===== src/rtl/hazard_fwd_unit.sv =====
// Hazard/forwarding unit: EX/ID forwarding, load-use/branch stalls, mul/div scoreboard.
// Optional HAZ_PERF_EN adds a saturating stall-cycle counter on perf_stall_cnt.
module hazard_fwd_unit #(
  parameter int AW     = 5,
  parameter int MD_LAT = 4,
  parameter int CNT_W  = 32
) (
  input  logic             clk,
  input  logic             reset,
  input  logic [AW-1:0]    id_rs,
  input  logic [AW-1:0]    id_rt,
  input  logic             id_use_rs,
  input  logic             id_use_rt,
  input  logic [AW-1:0]    id_rd,
  input  logic             id_regwr,
  input  logic             id_is_branch,
  input  logic [AW-1:0]    ex_rs,
  input  logic [AW-1:0]    ex_rt,
  input  logic             ex_use_rs,
  input  logic             ex_use_rt,
  input  logic [AW-1:0]    ex_rd,
  input  logic             ex_regwr,
  input  logic             ex_memrd,
  input  logic [AW-1:0]    mem_rd,
  input  logic             mem_regwr,
  input  logic             mem_memrd,
  input  logic [AW-1:0]    wb_rd,
  input  logic             wb_regwr,
  input  logic             md_start,
  input  logic [AW-1:0]    md_rd,
  output logic [1:0]       fwd_a,
  output logic [1:0]       fwd_b,
  output logic [1:0]       cmp_a,
  output logic [1:0]       cmp_b,
  output logic             stall,
  output logic             md_busy,
  output logic             md_done,
  output logic [AW-1:0]    md_wb_rd,
  output logic [CNT_W-1:0] perf_stall_cnt
);

  localparam int CW = $clog2(MD_LAT);

  typedef enum logic {IDLE, BUSY} md_st_e;

  md_st_e        st_q, st_d;
  logic [CW-1:0] cnt_q, cnt_d;
  logic [AW-1:0] md_rd_q, md_rd_d;

  function automatic logic hit(
    input logic [AW-1:0] x,
    input logic [AW-1:0] y,
    input logic          v
  );
    return v && (x == y) && (y != '0);
  endfunction

  function automatic logic [1:0] ex_sel(
    input logic [AW-1:0] src,
    input logic          use_src,
    input logic [AW-1:0] m_rd,
    input logic          m_ok,
    input logic [AW-1:0] w_rd,
    input logic          w_ok
  );
    if (use_src && hit(src, m_rd, m_ok))      return 2'b10;
    else if (use_src && hit(src, w_rd, w_ok)) return 2'b01;
    else                                      return 2'b00;
  endfunction

  function automatic logic [1:0] id_sel(
    input logic [AW-1:0] src,
    input logic          br,
    input logic [AW-1:0] m_rd,
    input logic          m_ok,
    input logic [AW-1:0] w_rd,
    input logic          w_ok
  );
    if (br && hit(src, m_rd, m_ok))      return 2'b01;
    else if (br && hit(src, w_rd, w_ok)) return 2'b10;
    else                                 return 2'b00;
  endfunction

  logic mem_alu;
  logic mem_ld;
  logic ex_ld;

  assign mem_alu = mem_regwr & ~mem_memrd;
  assign mem_ld  = mem_regwr & mem_memrd;
  assign ex_ld   = ex_regwr & ex_memrd;

  assign fwd_a = ex_sel(ex_rs, ex_use_rs, mem_rd, mem_alu, wb_rd, wb_regwr);
  assign fwd_b = ex_sel(ex_rt, ex_use_rt, mem_rd, mem_alu, wb_rd, wb_regwr);
  assign cmp_a = id_sel(id_rs, id_is_branch, mem_rd, mem_alu, wb_rd, wb_regwr);
  assign cmp_b = id_sel(id_rt, id_is_branch, mem_rd, mem_alu, wb_rd, wb_regwr);

  logic s_ld_use;
  logic s_br_ex;
  logic s_br_ld;
  logic s_md_raw;
  logic s_md_waw;
  logic s_md_str;

  assign s_ld_use =
    (id_use_rs & hit(id_rs, ex_rd, ex_ld)) |
    (id_use_rt & hit(id_rt, ex_rd, ex_ld));
  assign s_br_ex = id_is_branch & (
    (id_use_rs & hit(id_rs, ex_rd, ex_regwr)) |
    (id_use_rt & hit(id_rt, ex_rd, ex_regwr)));
  assign s_br_ld = id_is_branch & (
    (id_use_rs & hit(id_rs, mem_rd, mem_ld)) |
    (id_use_rt & hit(id_rt, mem_rd, mem_ld)));
  assign s_md_raw = md_busy & (
    (id_use_rs & hit(id_rs, md_rd_q, 1'b1)) |
    (id_use_rt & hit(id_rt, md_rd_q, 1'b1)));
  assign s_md_waw = md_busy & hit(id_rd, md_rd_q, id_regwr);
  assign s_md_str = md_start & md_busy;

  assign stall = s_ld_use | s_br_ex | s_br_ld |
                 s_md_raw | s_md_waw | s_md_str;

  // Scoreboard: a start while BUSY is ignored here; the stall holds it upstream.
  always_comb begin
    st_d    = st_q;
    cnt_d   = cnt_q;
    md_rd_d = md_rd_q;
    unique case (st_q)
      IDLE: begin
        if (md_start) begin
          st_d    = BUSY;
          cnt_d   = CW'(MD_LAT - 1);
          md_rd_d = md_rd;
        end
      end
      BUSY: begin
        if (cnt_q == '0) st_d = IDLE;
        else             cnt_d = cnt_q - 1'b1;
      end
    endcase
  end

  always_ff @(posedge clk or negedge reset) begin
    if (!reset) begin
      st_q    <= IDLE;
      cnt_q   <= '0;
      md_rd_q <= '0;
    end else begin
      st_q    <= st_d;
      cnt_q   <= cnt_d;
      md_rd_q <= md_rd_d;
    end
  end

  assign md_busy  = (st_q == BUSY);
  assign md_done  = md_busy && (cnt_q == '0);
  assign md_wb_rd = md_done ? md_rd_q : '0;

`ifdef HAZ_PERF_EN
  logic [CNT_W-1:0] perf_q;

  always_ff @(posedge clk or negedge reset) begin
    if (!reset)
      perf_q <= '0;
    else if (stall && (perf_q != '1))
      perf_q <= perf_q + 1'b1;
  end

  assign perf_stall_cnt = perf_q;
`else
  assign perf_stall_cnt = '0;
`endif

endmodule


===== config.mk =====
export PLATFORM = sky130hd
export DESIGN_NAME = hazard_fwd_unit
export DESIGN_NICKNAME = d
export VERILOG_FILES = /design/src/rtl/hazard_fwd_unit.sv
export SDC_FILE = /design/constraint.sdc
export NUM_CORES = 1
export LEC_CHECK = 0
export ABC_AREA = 1
export BUFFER_PORTS_ARGS = -buffer_cell sky130_fd_sc_hd__buf_2
export CORE_UTILIZATION = 40
export DETAILED_ROUTE_END_ITERATION = 8
export GPL_ROUTABILITY_DRIVEN = 0
export PLACE_DENSITY = 0.84
export SLEW_MARGIN = 20
export SYNTH_ARGS = -nofsm -noshare
export SYNTH_HDL_FRONTEND = slang
export SYNTH_SLANG_ARGS = --single-unit

===== constraint.sdc =====
create_clock -name clk -period 1 [get_ports clk]
set_input_delay 0.05 -clock clk [delete_from_list [all_inputs] [get_ports clk]]
set_output_delay 0.05 -clock clk [all_outputs]
set_load 0.02 [all_outputs]

; ---- Word level (Yosys, flattened, before mapping)
; Cells that the tools add are included.
; W data, S select, Z words.
[word_totals]
reg_bits = 8
inputBits = 59
word_cells = 109
[classes]
addsub = 1
eq_ne = 15
muxes = 15
bitwise_logic = 27
n_reduce_logical = 48
[ops]
columns = operator, n
row1 = $eq A5 B5 Y1, 13
row2 = $logic_and A1 B1 Y1, 41
row3 = $reduce_bool A5 Y1, 4
row4 = $and A1 B1 Y1, 16
row5 = $mux W2, 8
row6 = $or A1 B1 Y1, 9
row7 = $mux W5, 1
row8 = $mux W1, 4
row9 = $ne A2 B2 Y1 const B, 2
row10 = $pmux W2 S2, 1
row11 = $reduce_and A2 Y1, 2
row12 = $logic_not A2 Y1, 1
row13 = $not A1 Y1, 2
row14 = $pmux W1 S2, 1
row15 = $sub A2 B1 Y2 const B, 1

; ---- Longest topological paths before layout
; Gate-level depths: netlist (run 1).
[logic_depth]
depth_word = 11
mapped_depth = 10
mapped_depth_nobuf = 10

; ---- Worst setup path after synthesis (run 1)
; Ideal clock, no wire load.
[synth_timing]
path_kind = input port to output port
start = input port mem_rd[4]
end = output port fwd_a[0]
arrival_time_ns = 1.131
required_ns = 0.950
path_slack_ns = -0.181
stages = 4
path_buffers = 1
cell_sequence = buf_2 > xor2_1 > nor4_2 > nor2_1
[synth_between]
elab_chain_cells = 5
elab_cells_between_ends = 6
[synth_lines]
columns = item, line_no
row1 = "start, declared", 24  ; input logic [AW-1:0] mem_rd,
row2 = $eq A5 B5 Y1, 55  ; return v && (x == y) && (y != '0);
row3 = $logic_and A1 B1 Y1, 55
row4 = $logic_and A1 B1 Y1 (*), 55
row5 = $logic_and A1 B1 Y1 (*), 66  ; if (use_src && hit(src, m_rd, m_ok)) return 2'b10;
row6 = $mux W2 (*), 66
row7 = "end, declared", 31  ; output logic [1:0] fwd_a,
; Mark *: on every way between the ends. The rest lies on a longest branch, timed or not.

; ---- Worst setup path after layout (run 1)
[layout_timing]
start = register md_rd_q[0]
end = output port stall
[layout_between]
elab_chain_cells = 8
elab_cells_between_ends = 16
[layout_lines]
columns = item, line_no
row1 = "start, declared", 48  ; logic [AW-1:0] md_rd_q, md_rd_d;
row2 = "start signal, assigned", 150  ; md_rd_q <= md_rd_d;
row3 = $eq A5 B5 Y1 or $reduce_bool A5 Y1 (tied branches), 55
row4 = $logic_and A1 B1 Y1, 55
row5 = "$and A1 B1 Y1, on equally long branches", "114, 115"
row6 = $or A1 B1 Y1, 114  ; (id_use_rs & hit(id_rs, md_rd_q, 1'b1)) |
row7 = $and A1 B1 Y1, 113  ; assign s_md_raw = md_busy & (
row8 = $or A1 B1 Y1, 119  ; assign stall = s_ld_use | s_br_ex | s_br_ld |
row9 = $or A1 B1 Y1 (*) (2 in a row), 120  ; s_md_raw | s_md_waw | s_md_str;
row10 = "end, declared", 35  ; output logic stall,
; Marks and branches as above.

==> results of run 1 <==
worst reg2reg max path, delay by kind of cell, from the launching register on:
family,cells,cell delay [ps]
AOI/OAI and AO/OA,1,70
DFF,1,420
and+or+nand+nor,2,310
buffers and inverters,1,210
metrics by stage:
step           worst slack, ps  util (%)  hold WS, ps
6_report                  -537      67.7         24.1
4_1_cts                   -477      63.3         19.7
3_3_place_gp              -262      55.5         -104
3_5_place_dp              -296      55.5        -98.5
2_1_floorplan            -62.9         -         -246
5_1_grt                   -666      67.7         36.8
layer usage:
metal / global-route usage (%) / share of wire [%] / routed length, um / up-vias
met2: 44.7 / 46 / 3140 / 240
met5: 0 / 0 / 0 / -
li1: - / - / - / 1158
met4: 14.1 / 6.9 / 467 / 0
met3: 4.83 / 12 / 814 / 73
met1: 32.9 / 35 / 2400 / 1077
state kept, by name, indices dropped and copies added, names as in the netlist:
register / count
md_busy: 1
md_rd_q: 5
cnt_q: 2
layout by cell type (no fill, tap or decap), types with 9 or more instances in the layout:
| cell | Yosys | layout |
|---|---|---|
| buf_2 | 2 | 45 |
| buf_4 | 32 | 33 |
| buf_6 | 1 | 25 |
| conb_1 | 1 | 32 |
| inv_1 | 38 | 20 |
| inv_2 | 6 | 16 |
| nand2_1 | 104 | 97 |
| nand3_1 | 17 | 11 |
| nor2_1 | 46 | 36 |
| nor2_2 | 4 | 10 |
| o21ai_0 | 12 | 9 |
power by group:
part           switching [W]  total, W  internal (W)
logic                0.00139   0.00241       0.00101
clock network       0.000134  0.000411      0.000277
registers           0.000169  0.000665      0.000496
total                0.00170   0.00348       0.00179
final cells by class:
cell class	count	area [um2]
fillers	321	1320
well taps	50	62.6
clock buffers	4	45.0
inverters	44	193
flip-flops and latches	8	203
multi-input cells	264	1450
repair buffers	107	812
timing repair:
action | CTS | global route
pin swaps | 27 | 26
buffers inserted | 4 | 0
hold buffers | 1 | 0
endpoints found under the hold margin | 8 | 0
gates resized for setup | 75 | 57
endpoints found under the setup margin | 22 | 23
worst paths after layout:
path,start,end,slack (ps),cells after the start
worst max-delay path,md_rd_q[0],stall,-540,11
worst min-delay path,md_rd[3],md_rd_q[3],20,3
worst max register to register,md_busy,md_rd_q[2],-110,4
worst min register to register,cnt_q[0],cnt_q[0],550,2
max in group asynchronous,reset,md_rd_q[2],620,2
min in group asynchronous,reset,cnt_q[1],190,2
kinds of logic after synthesis:
kind of cell	share of synthesized area [%]
adders and majority gates	0.715
other	0.214
AOI/OAI and AO/OA	11.2
xor gates and xnor gates	7.01
buffers and inverters	24.6
DFF	11.4
and+or+nand+nor	44.8
==> impl_metrics.ini, run 1 <==
[grt]
antenna_found_initial = 0
track_usage_pct = 27.0
grt_max_degree = 11
grt_pass1_vias = 2177
overflow = 0
grt_first_pass_wirelength_um = 9480

[logic_synthesis]
synth_area_leaders = nand2_1, buf_4, dfrtp_1, nor2_1, inv_1
yosys_warnings = 0
synthesis.area_um2 = 1750
async_flop_share_pct = 100
syn_avg_cell_area_um2 = 5.45
synthCells = 321
synth_flop_cell = dfrtp_1
yosysMostFrequentCell = nand2_1
synth_top_cell_by_area = nand2_1
ys_seq_elements = 8
synth_edf_count = 0
yosysTopAreaCellShare_pct = 22.3
ys_seq_area_share_pct = 11.4
synth_common_cells = nand2_1, nor2_1, inv_1
yosysUniqueCellTypes = 34

[detailed_routing]
drt-pass1-iter-count = 5
num_vias = 2548
wirelength_um = 6820
drt_drc_violations_left = 0
wl_per_cell_um = 14.3
final_antenna_net_count = 0
first_iter_violations = 270
via_per_inst = 5.34

[worst_setup_path]
required_ps = 950
max_stage_delay_ps = 410
cpMostUsedCell = nand2_1
path_buf_inv = 2
cp-start-kind = flip-flop
worstPathArrival_ps = 1490
path_cells = inv_2 > nand2_2 > nand2_1 > nor2_1 > nand3_1 > nand3_1 > nand2_1 > nand2_1 > nand2_1 > nand2_2 > buf_6
critPathMaxFanout = 5
critical_path_class = flip-flop to output port
crit_family = simple AND/OR/NAND/NOR gates
endpoint_kind = output port
slowest_stage = dfrtp_1

[layout]
final_area_um2 = 2770
nNetsFinal = 488
antenna_cells = 0
stdcell_count = 477
syn2layout_area_growth_pct = 58.2
layout-drive-gt1-share_pct = 43.1

[min_path]
min-delay-path-class = input port to flip-flop

[placement]
portBuffers = 74
dp.cells = 468
hpwl_um = 4540
dpl_cell_area_um2 = 2270

[die]
num_io_pins = 107
rows = 23
coreArea_um2 = 4090
dieArea_um2 = 4640
dieHeight_um = 68.1
initial_core_util_pct = 42.8
die_x_um = 68.1

[timing]
slew_violations = 0
max_freq_mhz = 650
fin_worst_skew_ps = 2.35
tns_ps = -3350
rsz0062_at_grt = true
finalSetupViolations = 21
fin_ws_ps = -537
post-route-period-util_pct = 154
hold_viol_final = 0
fin_crit_ps = 1540

[clock_tree]
clock-sinks = 8
clk_pin_slew_ps = 40
h-tree-depth = 1
cts_root_buf = clkbuf_8
cts_tree = built
clock_path_buffers = 2
cts_buffers = 3
clock_latency_ps = 230

[job]
max_cap_viol_count = 0

[power]
cellLeakagePower_nw = 1.52
ir_drop_v = 0.00132
total_power_w = 0.00348
p_per_area_nw_per_um2 = 1260

[outcome]
violations = negative setup slack
status = complete, but fails checks
Note: power is estimated with default switching activity, not from simulation.
==> inputs of run 2 (changes only) <==
--- a/config.mk
+++ b/config.mk
@@ -7,4 +7,5 @@
 export LEC_CHECK = 0
 export ABC_AREA = 1
+export ABC_CLOCK_PERIOD_IN_PS = 1000
 export BUFFER_PORTS_ARGS = -buffer_cell sky130_fd_sc_hd__buf_2
 export CORE_UTILIZATION = 40
==> constraint.sdc (replaced) <==
create_clock -name clk -period 1 [get_ports clk]
set_input_delay 0.1 -clock clk [delete_from_list [all_inputs] [get_ports clk]]
set_output_delay 0.1 -clock clk [all_outputs]
set_load 0.02 [all_outputs]
==> run 2 against run 1 <==
  * The flow still finishes with violations (negative setup slack)
  * Hold slack gained 57 ps
  * Sequential share of layout area shrank 0.93 points
  * Combinational power grew 31%
  * Global-route usage grew 5.6 points
  * Cell count grew 5.5%
  * Register-to-register slack lost 40 ps
  * Wire length grew 30%
  * Highest routed layer unchanged
==> impl_metrics.ini, run 2 (synthesized netlist as in run 1, its figures left out) <==
[layout]
top_register = md_rd_q
layout_common_cells = nand2_1, buf_4, buf_2, conb_1, nor2_1
largest_reg_flops = 5
layout-drive-gt1-share_pct = 50.3
syn2layout_area_growth_pct = 81.1
antenna_cells = 0
stdcell_count = 503
nNetsFinal = 514
final_common_cell = nand2_1

[timing]
hold_viol_final = 0
max_freq_mhz = 612
fin_crit_ps = 1630
fin_ws_ps = -633
fin_worst_skew_ps = 6.43
tns_ps = -5400
finalSetupViolations = 23
slew_violations = 0
post-route-period-util_pct = 163
rsz0062_at_grt = true

[detailed_routing]
via_per_inst = 5.60
num_vias = 2819
drt-pass1-iter-count = 7
first_iter_violations = 268
final_antenna_net_count = 0
wl_per_cell_um = 17.6
drt_drc_violations_left = 0
wirelength_um = 8860

[placement]
pre_cts_ws_ps = -348
dp.cells = 481
hpwl_um = 4630
portBuffers = 74

[worst_setup_path]
critical_path_class = flip-flop to output port
worstPathArrival_ps = 1530
endpoint_kind = output port
critPathMaxFanout = 4
reg2reg_slack_ps = -150
r2r-start = cnt_q[0]
r2r_end = cnt_q[1]
reg2reg_depth = 8
cp-start-kind = flip-flop
required_ps = 900

[grt]
grt_pass1_vias = 2551
busiest_layer = met2
grt_max_degree = 11
track_usage_pct = 32.5
met1_usage_pct = 37.2
overflow = 0
met3_usage_pct = 4.17
grt_use_met2_pct = 53.3
grt_first_pass_wirelength_um = 11200
antenna_found_initial = 0

[clock_tree]
clock_path_buffers = 2
clock-sinks = 8
cts_buffers = 3
clk_pin_slew_ps = 50
clock_latency_ps = 230
cts_tree = built
cts_root_buf = clkbuf_8
h-tree-depth = 1

[min_path]
min-delay-path-class = input port to flip-flop
min_delay_path_depth = 3
worstHoldStart = md_rd[0]
hold-path-endpoint = md_rd_q[0]

[power]
p_per_area_nw_per_um2 = 1340
cellLeakagePower_nw = 1.68
ir_drop_v = 0.00171

[die]
initial_core_util_pct = 42.8
rows = 23
coreArea_um2 = 4090
num_io_pins = 107
dieHeight_um = 68.1
dieArea_um2 = 4640
die_x_um = 68.1

[outcome]
violations = negative setup slack
status = complete, but fails checks

[job]
max_cap_viol_count = 0
## run 2: per-layer routing
metal | share of wire, % | routed length, um | up-vias
li1 | - | - | 1214
met1 | 33 | 2930 | 1249
met2 | 47 | 4160 | 258
met3 | 11 | 951 | 98
met4 | 9.3 | 820 | 0
met5 | 0 | 0 | -
## run 2: through the flow
step | power (W) | area [um2] | utilization [%] | hold slack (ps)
finish | 0.00425 | 3170 | 77.5 | 80.7
global route | 0.00454 | 3170 | 77.5 | 109
detailed placement | 0.00272 | 2410 | 59.0 | -47.6
CTS | 0.00351 | 2850 | 69.6 | 78.2
global placement | 0.00265 | 2410 | 59.0 | -51.6
floorplan | 0.00195 | 1940 | - | -196
## run 2: worst max path at each step
| stage | startpoint | end | slack [ps] | cells after the start |
|---|---|---|---|---|
| floorplan | md_rd_q[3] | stall | -110 | 9 |
| detailed placement | md_rd_q[2] | stall | -350 | 11 |
| CTS | md_rd_q[2] | stall | -540 | 11 |
| global placement | md_rd_q[2] | stall | -290 | 11 |
| finish | md_rd_q[0] | stall | -630 | 11 |
| global route | md_rd_q[3] | stall | -770 | 11 |
## run 2: report_power, final
part | switching, W | internal [W] | total, W
logic | 0.00173 | 0.00142 | 0.00316
registers | 0.000182 | 0.000496 | 0.000679
clock network | 0.000137 | 0.000277 | 0.000414
## run 2: critical path, cell delays in order (launching register included)
cell,delay [ps]
dfrtp_1,420
inv_2,100
nand2_1,90
nand2_1,80
nor2_2,100
nand3_1,80
nand3_1,100
nand2_1,60
nand2_1,60
nand2_1,60
nand2_2,60
buf_6,110
## run 2: final cells by class
class | count | area (um2)
clock buffers | 4 | 45.0
fillers | 253 | 918
inverters | 44 | 198
multi-input cells | 264 | 1640
flip-flops and latches | 8 | 203
well taps | 50 | 62.6
repair buffers | 133 | 1020
## run 2: timing repair
| item | in CTS | in global routing |
|---|---|---|
| hold endpoints to repair | 8 | 0 |
| cloned | 0 | 1 |
| pin swaps | 31 | 42 |
| setup endpoints to repair | 23 | 23 |
| setup buffers | 8 | 8 |
| hold buffers | 1 | 0 |
| resized for setup | 87 | 73 |
